[config.mk]
export PLATFORM = sky130hd
export DESIGN_NAME = bimodal_pht
export DESIGN_NICKNAME = d
export VERILOG_FILES = /design/src/rtl/bpu_pkg.sv /design/src/rtl/bimodal_pht_sat_ctr_next.sv /design/src/rtl/bimodal_pht.sv
export SDC_FILE = /design/constraint.sdc
export NUM_CORES = 1
export LEC_CHECK = 0
export BUFFER_PORTS_ARGS = -buffer_cell sky130_fd_sc_hd__buf_4
export CAP_MARGIN = 20
export CORE_MARGIN = 2
export CORE_UTILIZATION = 40
export DETAILED_ROUTE_END_ITERATION = 8
export HOLD_SLACK_MARGIN = 0.02
export PLACE_DENSITY = 0.54
export SKIP_LAST_GASP = 1
export SLEW_MARGIN = 20
export SYNTH_ARGS = -nofsm -noshare
export SYNTH_HDL_FRONTEND = slang
export SYNTH_SLANG_ARGS = --single-unit
[constraint.sdc]
create_clock -name clk -period 7.74 [get_ports clk]
set_input_delay 1.161 -clock clk [delete_from_list [all_inputs] [get_ports clk]]
set_output_delay 1.161 -clock clk [all_outputs]
set_load 0.05 [all_outputs]
[src/rtl/bpu_pkg.sv]
// Shared types and constants for the branch predictor tables.
// Holds the table FSM states and the 2-bit counter names.
package bpu_pkg;

    typedef enum logic {
        INIT,
        RUN
    } pht_state_e;

    localparam logic [1:0] SNT = 2'd0;
    localparam logic [1:0] WNT = 2'd1;
    localparam logic [1:0] WT  = 2'd2;
    localparam logic [1:0] ST  = 2'd3;

    // Weakly not-taken start value for a counter of the given width.
    function automatic int init_ctr(input int ctr_w);
        return (1 << (ctr_w - 1)) - 1;
    endfunction

endpackage

[src/rtl/bimodal_pht_sat_ctr_next.sv]
// Saturating up/down step for one prediction counter.
// Shared by the training write path and the bypass path.
module sat_ctr_next #(
    parameter int CTR_W = 2
) (
    input  logic [CTR_W-1:0] ctr,
    input  logic             taken,
    output logic [CTR_W-1:0] ctr_next
);

    always_comb begin
        ctr_next = ctr;
        if (taken) begin
            if (ctr != '1)
                ctr_next = ctr + CTR_W'(1);
        end else begin
            if (ctr != '0)
                ctr_next = ctr - CTR_W'(1);
        end
    end

endmodule

[src/rtl/bimodal_pht.sv]
// Bimodal pattern history table with init sweep and 1-cycle lookup.
// Define BIMODAL_PHT_BYPASS_EN for write-first same-index forwarding.
module bimodal_pht
    import bpu_pkg::*;
#(
    parameter  int ENTRIES = 64,
    parameter  int CTR_W   = 2,
    localparam int IDX_W   = $clog2(ENTRIES)
) (
    input  logic             clk,
    input  logic             areset,
    input  logic             clear,
    output logic             ready,
    input  logic             pred_valid,
    input  logic [IDX_W-1:0] pred_idx,
    output logic             pred_resp_valid,
    output logic             pred_taken,
    output logic [CTR_W-1:0] pred_ctr,
    input  logic             train_valid,
    input  logic [IDX_W-1:0] train_idx,
    input  logic             train_taken
);

    localparam logic [CTR_W-1:0] INIT_CTR = CTR_W'(init_ctr(CTR_W));
    localparam logic [IDX_W-1:0] LAST_IDX = IDX_W'(ENTRIES - 1);

    pht_state_e state;
    pht_state_e state_nxt;
    logic [IDX_W-1:0] sweep_ptr;
    logic [IDX_W-1:0] sweep_nxt;

    logic [CTR_W-1:0] table_q [ENTRIES];

    logic             running;
    logic             train_en;
    logic             lookup_en;
    logic [CTR_W-1:0] train_cur;
    logic [CTR_W-1:0] train_upd;
    logic             wr_en;
    logic [IDX_W-1:0] wr_idx;
    logic [CTR_W-1:0] wr_data;
    logic [CTR_W-1:0] rd_ctr;

    assign running   = (state == RUN);
    assign ready     = running;
    assign train_en  = running && train_valid && !clear;
    assign lookup_en = running && pred_valid;

    always_comb begin
        state_nxt = state;
        sweep_nxt = sweep_ptr;
        unique case (state)
            INIT: begin
                sweep_nxt = sweep_ptr + IDX_W'(1);
                if (clear)
                    sweep_nxt = '0;
                else if (sweep_ptr == LAST_IDX)
                    state_nxt = RUN;
            end
            RUN: begin
                if (clear) begin
                    state_nxt = INIT;
                    sweep_nxt = '0;
                end
            end
        endcase
    end

    assign train_cur = table_q[train_idx];

    sat_ctr_next #(
        .CTR_W   (CTR_W)
    ) u_sat (
        .ctr     (train_cur),
        .taken   (train_taken),
        .ctr_next(train_upd)
    );

    // Sweep owns the single write port until the table is usable.
    always_comb begin
        wr_en   = 1'b0;
        wr_idx  = train_idx;
        wr_data = train_upd;
        if (!running) begin
            wr_en   = !areset;
            wr_idx  = sweep_ptr;
            wr_data = INIT_CTR;
        end else if (train_en) begin
            wr_en = !areset;
        end
    end

    always_ff @(posedge clk) begin
        if (wr_en)
            table_q[wr_idx] <= wr_data;
    end

`ifdef BIMODAL_PHT_BYPASS_EN
    always_comb begin
        rd_ctr = table_q[pred_idx];
        if (train_en && (train_idx == pred_idx))
            rd_ctr = train_upd;
    end
`else
    assign rd_ctr = table_q[pred_idx];
`endif

    always_ff @(posedge clk or posedge areset) begin
        if (areset) begin
            state           <= INIT;
            sweep_ptr       <= '0;
            pred_resp_valid <= 1'b0;
            pred_ctr        <= '0;
        end else begin
            state           <= state_nxt;
            sweep_ptr       <= sweep_nxt;
            pred_resp_valid <= lookup_en;
            if (lookup_en)
                pred_ctr <= rd_ctr;
        end
    end

    assign pred_taken = pred_ctr[CTR_W-1];

endmodule

Yosys cells after proc, flatten, opt, wreduce, memory -nomap -nowiden
Memories as Yosys holds them, arrays and structs flattened. A register that Yosys moved wholly into a read port is not among the register bits.
Cells that the tools add are included.
{"block": "classes", "bitwise_logic": 1, "eq_ne": 3, "n_addsub": 3, "n_reduce_logical": 6, "n_mux": 16}
{"cell": "2-to-1 mux 6 bit", "count": 3}
{"cell": "one-hot mux 6 bit (2 select lines)", "count": 1}
{"cell": "2-to-1 mux 2 bit", "count": 4}
{"cell": "2-to-1 mux 1 bit", "count": 7}
{"cell": "adder 6 x 1 -> 6 bit (second input constant)", "count": 1}
{"cell": "equality test 6 bit (second input constant)", "count": 1}
{"cell": "inequality test 2 bit (second input constant)", "count": 2}
{"cell": "logical AND 1 bit", "count": 3}
{"cell": "adder 2 x 1 -> 2 bit (second input constant)", "count": 1}
{"cell": "logical NOT 1 bit", "count": 2}
{"cell": "one-hot mux 1 bit (2 select lines)", "count": 1}
{"cell": "nonzero test 2 bit", "count": 1}
{"cell": "subtractor 2 x 1 -> 2 bit (second input constant)", "count": 1}
{"cell": "NOT 1 bit", "count": 1}
{"block": "word_totals", "n_memories": 1, "out_inout_bits": 5, "wordCells": 33, "ramBits": 128, "register_bits": 8}
{"name": "table_q", "depth": 64, "width": 2, "rd": 2, "rd_ports_with_merged_regs": 1, "wr": 1, "line": "bimodal_pht.sv:32", "text": "logic [CTR_W-1:0] table_q [ENTRIES];"}

Logic depth before layout (Yosys ltp)
Gate-level depths: netlist (run 1).
{"block": "logic_depth", "depth_word": 6, "mapped_depth": 9}

By module
A second synthesis (run 1) with hierarchy kept.
{"block": "hier_totals", "hier_cells": 471, "area_unflattened_um2": 7033.0}
{"module": "bimodal_pht", "cells_each": 468, "instances": 1, "area_each_um2": 7006.7, "seq_area_each_um2": 4093.9}
{"module": "sat_ctr_next", "cells_each": 3, "instances": 1, "area_each_um2": 26.3, "seq_area_each_um2": 0.0}

Worst setup path after synthesis (run 1)
Ideal clock, no wire load.
{"block": "synth_timing", "path_type": "input-to-reg", "startpoint": "input train_idx[0]", "endpoint": "memory table_q[0][0] (data pin)", "setup_ps": 702, "slack_ps": 1474, "t_arrival_ps": 5564, "path_buffers": 3, "cell_stages": 9, "cell_sequence": "buf_2 buf_2 buf_2 mux4_2 mux2i_1 mux2i_1 a21oi_1 a31oi_1 o21ai_0"}
{"block": "synth_between", "elab_chain_cells": 5, "elab_cells_between_ends": 9, "cone_classes": "add/sub: 2; eq/ne: 1; mux: 4; reduce/logical: 1; memory: 1"}
{"element": "from (decl)", "line": "bimodal_pht.sv:20", "text": "input logic [IDX_W-1:0] train_idx,"}
{"element": "memory (64 x 2 bit) (*)"}
{"element": "subtractor 2 x 1 -> 2 bit (tied with other cells)", "line": "bimodal_pht_sat_ctr_next.sv:18", "text": "ctr_next = ctr - CTR_W'(1);"}
{"element": "2-to-1 mux 2 bit (on tied branches)", "line": "bimodal_pht_sat_ctr_next.sv:17, bimodal_pht_sat_ctr_next.sv:14"}
{"element": "2-to-1 mux 2 bit (*)", "line": "bimodal_pht_sat_ctr_next.sv:13", "text": "if (taken) begin"}
{"element": "2-to-1 mux 2 bit (*)", "line": "bimodal_pht.sv:84", "text": "if (!running) begin"}
{"element": "via wr_data[0]", "line": "bimodal_pht.sv:41", "text": "logic [CTR_W-1:0] wr_data;"}
{"element": "to (decl)", "line": "bimodal_pht.sv:32"}
Mark *: on every way through the listed nets, which the timed path passes. The rest lies on a longest branch.

Worst setup path after layout (run 1)
{"block": "layout_timing", "startpoint": "input train_idx[1]", "endpoint": "memory table_q[2][0] (data pin)"}
The elaborated chain is that of the path after synthesis.

==> results of run 1 <==
logic make-up (layout without fill, tap and decap cells):
group / Yosys count / in the layout / share of synthesized area, %
AOI/OAI and AO/OA: 26 / 26 / 2.70
xor gates and xnor gates: 4 / 4 / 0.511
adders and majority gates: 1 / 1 / 0.182
buffers and inverters: 36 / 65 / 2.28
DFF: 138 / 138 / 59.7
muxes: 92 / 92 / 27.2
and+or+nand+nor: 123 / 123 / 7.49
metal layers:
metal	share of wire (%)	wire length, µm	up-vias	global-route usage [%]
met4	3.3	568	0	9.55
met1	43	7430	2122	28.4
met3	6.5	1120	32	4.17
li1	-	-	1727	-
met2	47	8070	155	30.4
met5	0	0	-	0
through the flow:
stage	setup slack [ns]	std cells	instance area, µm²	utilization, %	total power, mW
after floorplan	1.47	420	6860	-	0.916
after global placement	3.51	637	7220	43.2	0.953
after detailed placement	3.42	637	7220	43.2	0.954
after CTS	3.88	669	7800	46.7	1.75
after global routing	3.62	669	7800	46.7	1.80
final	3.89	669	7800	46.7	1.74
flip-flops by register name, summed over array words and instances, names as in the netlist:
name and count:
pred_ctr 2, table_q 128, sweep_ptr 6, ready 1
pred_resp_valid 1
synth_stat cells, types with 3 or more instances:
cell type | count | share of area [%]
sky130_fd_sc_hd__nand2_1 | 25 | 1.4
sky130_fd_sc_hd__xor2_1 | 3 | 0.38
sky130_fd_sc_hd__nor3_1 | 4 | 0.29
sky130_fd_sc_hd__buf_1 | 5 | 0.27
sky130_fd_sc_hd__mux4_2 | 75 | 25
sky130_fd_sc_hd__mux2i_1 | 12 | 1.8
sky130_fd_sc_hd__a21oi_1 | 5 | 0.36
sky130_fd_sc_hd__buf_4 | 4 | 0.44
sky130_fd_sc_hd__clkinv_1 | 3 | 0.16
sky130_fd_sc_hd__o32ai_1 | 5 | 0.64
sky130_fd_sc_hd__nor2_1 | 77 | 4.2
sky130_fd_sc_hd__buf_2 | 5 | 0.36
sky130_fd_sc_hd__o21ai_0 | 4 | 0.29
sky130_fd_sc_hd__clkbuf_1 | 13 | 0.71
sky130_fd_sc_hd__edfxtp_1 | 128 | 56
sky130_fd_sc_hd__dfrtp_1 | 10 | 3.6
sky130_fd_sc_hd__mux2_2 | 5 | 0.82
sky130_fd_sc_hd__inv_1 | 6 | 0.33
area by class of cell:
cell class	instances	area [µm²]	share of cell area, %
flip-flops and latches	138	4090	52.5
multi-input cells	246	2640	33.8
clock buffers	23	458	5.87
well taps	220	275	3.53
repair buffers	24	180	2.31
clock inverters	9	123	1.57
inverters	9	33.8	0.433
path summary, 6_finish.rpt:
kind                       slack (ns)                       to
min                              0.51  pred_ctr[0]$_DFFE_PP0P_
min in group asynchronous        0.75          ready$_DFF_PP0_
min reg2reg                      0.51  pred_ctr[0]$_DFFE_PP0P_
max in group asynchronous        6.71  pred_ctr[0]$_DFFE_PP0P_
max reg2reg                      4.71  table_q[2][0]$_DFFE_PP_
max                              3.89  table_q[2][0]$_DFFE_PP_
power by group through the flow:
stage                     Combinational [mW]  Clock, mW  Sequential (mW)
after CTS                              0.128      0.815            0.811
final                                  0.127      0.807            0.811
after floorplan                       0.0871          0            0.829
after global placement                 0.127          0            0.826
after global routing                   0.135      0.849            0.811
after detailed placement               0.127          0            0.826
==> impl_results.md, run 1 <==
- Status: finished clean
- Type of element capturing the critical path: register
- Share of the cycle needed by the critical path after routing: 49.7%
- Design internal power: 1.38 mW
- Worst hold stages: 1
- Library cell appearing most often on the critical path: sky130_fd_sc_hd__buf_4
- Synth Register Bits: 138
- Final weighted congestion of routability-driven global placement: 0.808
- Iteration-0 DRC Markers: 487
- Leading cell types in the layout, fill and taps excluded: 128 x sky130_fd_sc_hd__edfxtp_1, 77 x sky130_fd_sc_hd__nor2_1, 75 x sky130_fd_sc_hd__mux4_2
- Diodes inserted: 0
- Hold Vio Cnt, Final: 0
- Drt drc: 0
- Clock transition at the registers of the reported paths: 0.06 ns
- Worst Tran Pin Value: 0.894 ns
- Reg2Reg Launch Point: table_q[40][0]$_DFFE_PP_
- I/O pin count: 23
- Cells traversed along the worst timing path: buf_4, mux4_2, nor2b_1, a2111oi_0, or3_1, a31oi_1, o21ai_4, buf_4
- Number of flops mapped to enable cells by yosys: 128
- Total of max-cap violations: 0
- Count of different cell masters after synthesis: 41
- Startpoint class of the critical path: primary input
- Clock network power share: 46.2%
- Antenna viol nets, final: 0
- CORE AREA: 16700 µm²
- CTS Root Buffer Type: sky130_fd_sc_hd__clkbuf_16
- Maximum level of the CTS H-tree: 4
- Horizontal die dimension: 135 µm
- Count of buffering cells on the critical path with inverters included: 2
- Leakage Power: 2.56 nW
- Time the worst path needs with I/O delays and setup: 3.85 ns
- Hold_sp: pred_ctr[0]$_DFFE_PP0P_
- Cell count after synthesis: 420
- Row count: 47
- Post-synth design cell area: 6860 µm²
- Global-route congestion overflow total: 0
- Proportion of total power due to net switching: 21.2%
- Vias per Instance: 6.03
- Final HPWL from detailed placement: 11200 µm
- Depth of the critical timing path with buffers and inverters included: 8
- Most frequently used flop master after synthesis: sky130_fd_sc_hd__edfxtp_1
- CTS-repair resized insts: 0
- Initial Util: 41.1%
- Mean cell area of the mapped netlist: 16.3 µm²
- Final worst clock skew: 0.00807 ns
- Length in cells of the worst reg-to-reg path: 7
- Post-synthesis async set-or-reset flop share: 7.25%
- Signal arrival time at the worst endpoint: 4.01 ns
- Critical-path top delay cell: sky130_fd_sc_hd__mux4_2
- Clock tree from TritonCTS: done
- Die area: 18200 µm²
- Crit path from: train_idx[1]
- Peak Freq: 260 MHz
- Max-slew headroom: 40.4%
- Total CTS buffers: 17
- Number of buffers inserted by port buffering: 22
- Maximum count of clock buffers along a single path: 2
- Net total in the final layout: 455
- Yosys warning total: 0
- Sequential power share: 46.5%
- Hold-fix buffer count after cts: 0
- Length of the first detailed-routing pass in iterations: 8
- Required time worst endpoint: 7.90 ns
- Final setup viols: 0
- Number of inserted filler cells in the final layout: 1466
- Number of setup buffers added after CTS: 0
- Power dissipated by switching net loads: 0.369 mW
- Routed wire length per instance: 25.7 µm
- Type of the most critical hold path: register to register
- Most common library cell in the layout ignoring fill and taps: sky130_fd_sc_hd__edfxtp_1
- Area added between synthesis and finish: 13.6%
- Vias: 4036
- Setup repair after global routing missed its margin: false
- Fraction of final layout cells sized beyond drive strength 1: 29.6%
- Number of nets in the synthesized netlist: 439
- Top cell family by delay on the critical path: compound AO/OA/AOI/OAI gates
- Number of sinks handled by clock tree synthesis: 138
- Part of the Yosys area used for sequential elements: 59.7%
- Via count of the first global-routing pass: 4185
- Delay contributed by the slowest stage of the critical path: 0.55 ns
- Detailed Route WL: 17200 µm
- Global-route wire length before repair: 26000 µm
- Maximum ir drop on the vdd rail: 0.000146 V
- Skew-Pair Late Insertion Delay: 0.42 ns
- Relative contribution of combinational cells to total power: 7.3%
- Worst hold slack: 0.513 ns
- Crit path max fanout: 48
- Largest net degree at the start of global routing: 49
- Floorplan die height: 135 µm
- GRT Total Usage: 20.2%
- Number of slew-limit violations in the final report: 0
- Initial antenna violation count: 0
- Setup total negative slack: 0 ns
- Total power density per cell area: 224 nW/µm²
- Category of the most critical setup path: primary input to register
Power figures use the tool's default switching activity.
==> inputs of run 2 (changes only) <==
--- a/config.mk
+++ b/config.mk
@@ -5,13 +5,14 @@
 export SDC_FILE = /design/constraint.sdc
 export NUM_CORES = 1
 export LEC_CHECK = 0
+export ABC_AREA = 1
 export BUFFER_PORTS_ARGS = -buffer_cell sky130_fd_sc_hd__buf_4
 export CAP_MARGIN = 20
 export CORE_MARGIN = 2
 export CORE_UTILIZATION = 40
 export DETAILED_ROUTE_END_ITERATION = 8
 export HOLD_SLACK_MARGIN = 0.02
-export PLACE_DENSITY = 0.54
+export PLACE_DENSITY = 0.56
 export SKIP_LAST_GASP = 1
 export SLEW_MARGIN = 20
 export SYNTH_ARGS = -nofsm -noshare
==> constraint.sdc (replaced) <==
create_clock -name clk -period 3.4 [get_ports clk]
set_input_delay 0.51 -clock clk [delete_from_list [all_inputs] [get_ports clk]]
set_output_delay 0.51 -clock clk [all_outputs]
set_load 0.05 [all_outputs]
==> run 2 against run 1 <==
  * Register-to-register slack got worse by 3.5 ns
  * First-iteration DRC count rose by 30%
  * Critical path depth rose by 5
  * Final area rose by 7.2%
  * Count of clock-buffer cells in the layout fell by 6
  * Critical path type unchanged
  * Critical endpoint is now table_q[30][1]$_DFFE_PP_
  * Highest routed layer unchanged
==> impl_results.md, run 2 <==
- Status: finished clean
- Length of the first detailed-routing pass in iterations: 7
- Clock transition at the registers of the reported paths: 0.06 ns
- Drt drc: 0
- Area added between synthesis and finish: 12.8%
- Number of buffers inserted by port buffering: 22
- Synth Register Bits: 138
- Number of flops mapped to enable cells by yosys: 128
- Sequential power share: 43.2%
- Floorplan die height: 140 µm
- CORE AREA: 18100 µm²
- Initial antenna violation count: 0
- Maximum count of clock buffers along a single path: 2
- Required time worst endpoint: 3.65 ns
- Maximum level of the CTS H-tree: 4
- Horizontal die dimension: 140 µm
- Length in cells of the worst reg-to-reg path: 5
- Crit path from: train_idx[0]
- Registers with the highest flip-flop counts: table_q: 128 flops, sweep_ptr: 6 flops, pred_ctr: 2 flops
- Reg-to-reg critical path endpoint: table_q[40][0]$_DFFE_PP_
- Signal arrival time at the worst endpoint: 2.71 ns
- Skew-Pair Late Insertion Delay: 0.43 ns
- Top-area cell type share of the netlist area: 51.9%
- Number of inserted filler cells in the final layout: 1723
- Routed wire length per instance: 20.0 µm
- Final worst clock skew: 0.00916 ns
- Setup repair after global routing missed its margin: false
- Detailed Route WL: 22400 µm
- Yosys warning total: 0
- Area of all placed cells without fillers: 8360 µm²
- Synth Area in XOR/XNOR: 0%
- I/O pin count: 23
- Setup total negative slack: 0 ns
- Share of the cycle needed by the critical path after routing: 72.1%
- Simple-gate area share of the yosys netlist: 33.1%
- Combinational family with the most area after synthesis: simple AND/OR/NAND/NOR gates
- Most instantiated cells after synthesis: 280 x sky130_fd_sc_hd__nand2_1, 179 x sky130_fd_sc_hd__nand3_1, 128 x sky130_fd_sc_hd__edfxtp_1, 96 x sky130_fd_sc_hd__nor2_1, 37 x sky130_fd_sc_hd__o21ai_0
- Final setup viols: 0
- Post-synthesis share of cell area spent on full adders, half adders and majority gates: 0.169%
- Total CTS buffers: 17
- Register containing the most flip-flops in the final layout: table_q
- Most common library cell in the layout ignoring fill and taps: sky130_fd_sc_hd__nand2_1
- Type of the most critical hold path: primary input to async pin
- Row count: 49
- Number of flip-flops under the largest register name: 128
- Reg2Reg Launch Point: ready$_DFF_PP0_
- Leading post-synthesis cells by cell area: sky130_fd_sc_hd__edfxtp_1 52%, sky130_fd_sc_hd__nand2_1 14%, sky130_fd_sc_hd__nand3_1 12%
- Antenna viol nets, final: 0
- Power dissipated by switching net loads: 1.02 mW
- Clock network power share: 47.7%
- Vias: 6260
- Post-synthesis async set-or-reset flop share: 7.25%
- Post-route worst setup slack: 0.949 ns
- CTS-repair resized insts: 0
- Area post-placement: 7710 µm²
- Peak Freq: 408 MHz
- Proportion of total power due to net switching: 23.8%
- Leading cell types in the layout, fill and taps excluded: 279 x sky130_fd_sc_hd__nand2_1, 179 x sky130_fd_sc_hd__nand3_1, 128 x sky130_fd_sc_hd__edfxtp_1
- Iteration-0 DRC Markers: 631
- Worst slack after detailed placement: 0.568 ns
- Diodes inserted: 0
- Final HPWL from detailed placement: 13700 µm
- Net total in the final layout: 895
- Total of max-cap violations: 0
- Clock tree from TritonCTS: done
- Vias per Instance: 5.60
- Global-route wire length before repair: 35300 µm
- Mean cell area of the mapped netlist: 8.52 µm²
- Hold Vio Cnt, Final: 0
- Relative contribution of combinational cells to total power: 9.1%
- CTS Root Buffer Type: sky130_fd_sc_hd__clkbuf_16
- Die area: 19600 µm²
- Largest net degree at the start of global routing: 73
- Max-slew headroom: 44.8%
- Post-synth design cell area: 7410 µm²
- Setup slack on the worst flop-to-flop path: 1.18 ns
- Type of element capturing the critical path: register
- Hold-fix buffer count after cts: 0
- Number of sinks handled by clock tree synthesis: 138
- Number of slew-limit violations in the final report: 0
- Fraction of final layout cells sized beyond drive strength 1: 10.6%
- Number of nets in the synthesized netlist: 889
- GRT Total Usage: 23.9%
- Cell count after synthesis: 870
- Mux cell area share after synthesis: 0%
- Worst setup path endpoint: table_q[30][1]$_DFFE_PP_
- Time the worst path needs with I/O delays and setup: 2.45 ns
- Most frequently used flop master after synthesis: sky130_fd_sc_hd__edfxtp_1
- Initial Util: 41.0%
- Compound-gate portion of the synthesized area: 5.62%
- Worst Tran Pin Value: 0.827 ns
- Count of different cell masters after synthesis: 28
- Part of the Yosys area used for sequential elements: 55.2%
- Design internal power: 3.25 mW
- Number of setup buffers added after CTS: 0
- Startpoint class of the critical path: primary input
- Most instantiated library cell after synthesis: sky130_fd_sc_hd__nand2_1
- Area leader, netlist: sky130_fd_sc_hd__edfxtp_1
- Via count of the first global-routing pass: 6087
- Leakage Power: 3.25 nW
- Crit path max fanout: 67
- Final weighted congestion of routability-driven global placement: 0.857
- Category of the most critical setup path: primary input to register
- Global-route congestion overflow total: 0
- Worst hold slack: 0.0932 ns
- Total power density per cell area: 511 nW/µm²
- Maximum ir drop on the vdd rail: 0.000351 V
run 2: worst min-delay path by stage:
stage	startpoint	endpoint	slack, ns	cells after the start
after CTS	areset	sweep_ptr[3]$_DFFE_PP0P_	0.11	2
after detailed placement	pred_ctr[0]$_DFFE_PP0P_	pred_ctr[0]$_DFFE_PP0P_	0.47	2
after floorplan	areset	pred_ctr[0]$_DFFE_PP0P_	0.35	1
final	areset	sweep_ptr[2]$_DFFE_PP0P_	0.09	2
after global placement	pred_ctr[0]$_DFFE_PP0P_	pred_ctr[0]$_DFFE_PP0P_	0.47	2
after global routing	areset	sweep_ptr[0]$_DFFE_PP0P_	0.13	2
run 2: routing by layer:
layer	routed length, µm	up-vias	global-route usage, %
met5	0	-	0
met1	10400	3024	34.6
li1	-	2976	-
met2	10200	234	36.7
met3	1460	26	4.58
met4	352	0	7.23
run 2: final cells by class:
type / instances / area (µm²) / area share [%]
flip-flops and latches: 138 / 4090 / 49.0
inverters: 35 / 134 / 1.60
repair buffers: 38 / 310 / 3.71
well taps: 229 / 287 / 3.43
clock inverters: 15 / 223 / 2.66
multi-input cells: 646 / 2890 / 34.6
clock buffers: 17 / 425 / 5.09
run 2: worst max-delay path, stage by stage:
cell                       delay (ns)
sky130_fd_sc_hd__buf_4           0.10
sky130_fd_sc_hd__buf_4           0.59
sky130_fd_sc_hd__nand2_1         0.11
sky130_fd_sc_hd__nand3_1         0.12
sky130_fd_sc_hd__nand3_1         0.08
sky130_fd_sc_hd__nand2_1         0.16
sky130_fd_sc_hd__nand2_1         0.07
sky130_fd_sc_hd__nand3_1         0.07
sky130_fd_sc_hd__nand3_1         0.09
sky130_fd_sc_hd__nand3b_1        0.11
sky130_fd_sc_hd__nand2_1         0.09
sky130_fd_sc_hd__nor2_4          0.29
sky130_fd_sc_hd__buf_12          0.26
run 2: per-stage QoR:
step | instances | util, % | power, mW
global route | 1118 | 46.2 | 4.40
finish | 1118 | 46.2 | 4.27
floorplan | 870 | - | 2.15
global placement | 1086 | 42.6 | 2.26
CTS | 1118 | 46.2 | 4.28
detailed placement | 1086 | 42.6 | 2.26
run 2: power groups by stage:
stage	Combinational, mW	Clock [mW]	Sequential (mW)
after detailed placement	0.381	0	1.88
after global routing	0.426	2.13	1.84
after global placement	0.383	0	1.88
after CTS	0.383	2.06	1.84
final	0.388	2.04	1.84
after floorplan	0.259	0	1.89
run 2: kinds of logic (layout without fill, tap and decap cells):
logic type               count (synthesis)  count (layout)
adder cells (fa/ha/maj)                  1               1
AO/OA/AOI/OAI                           75              75
buffers and inverters                   86             105
flip-flops                             138             138
AND/OR/NAND/NOR                        570             570
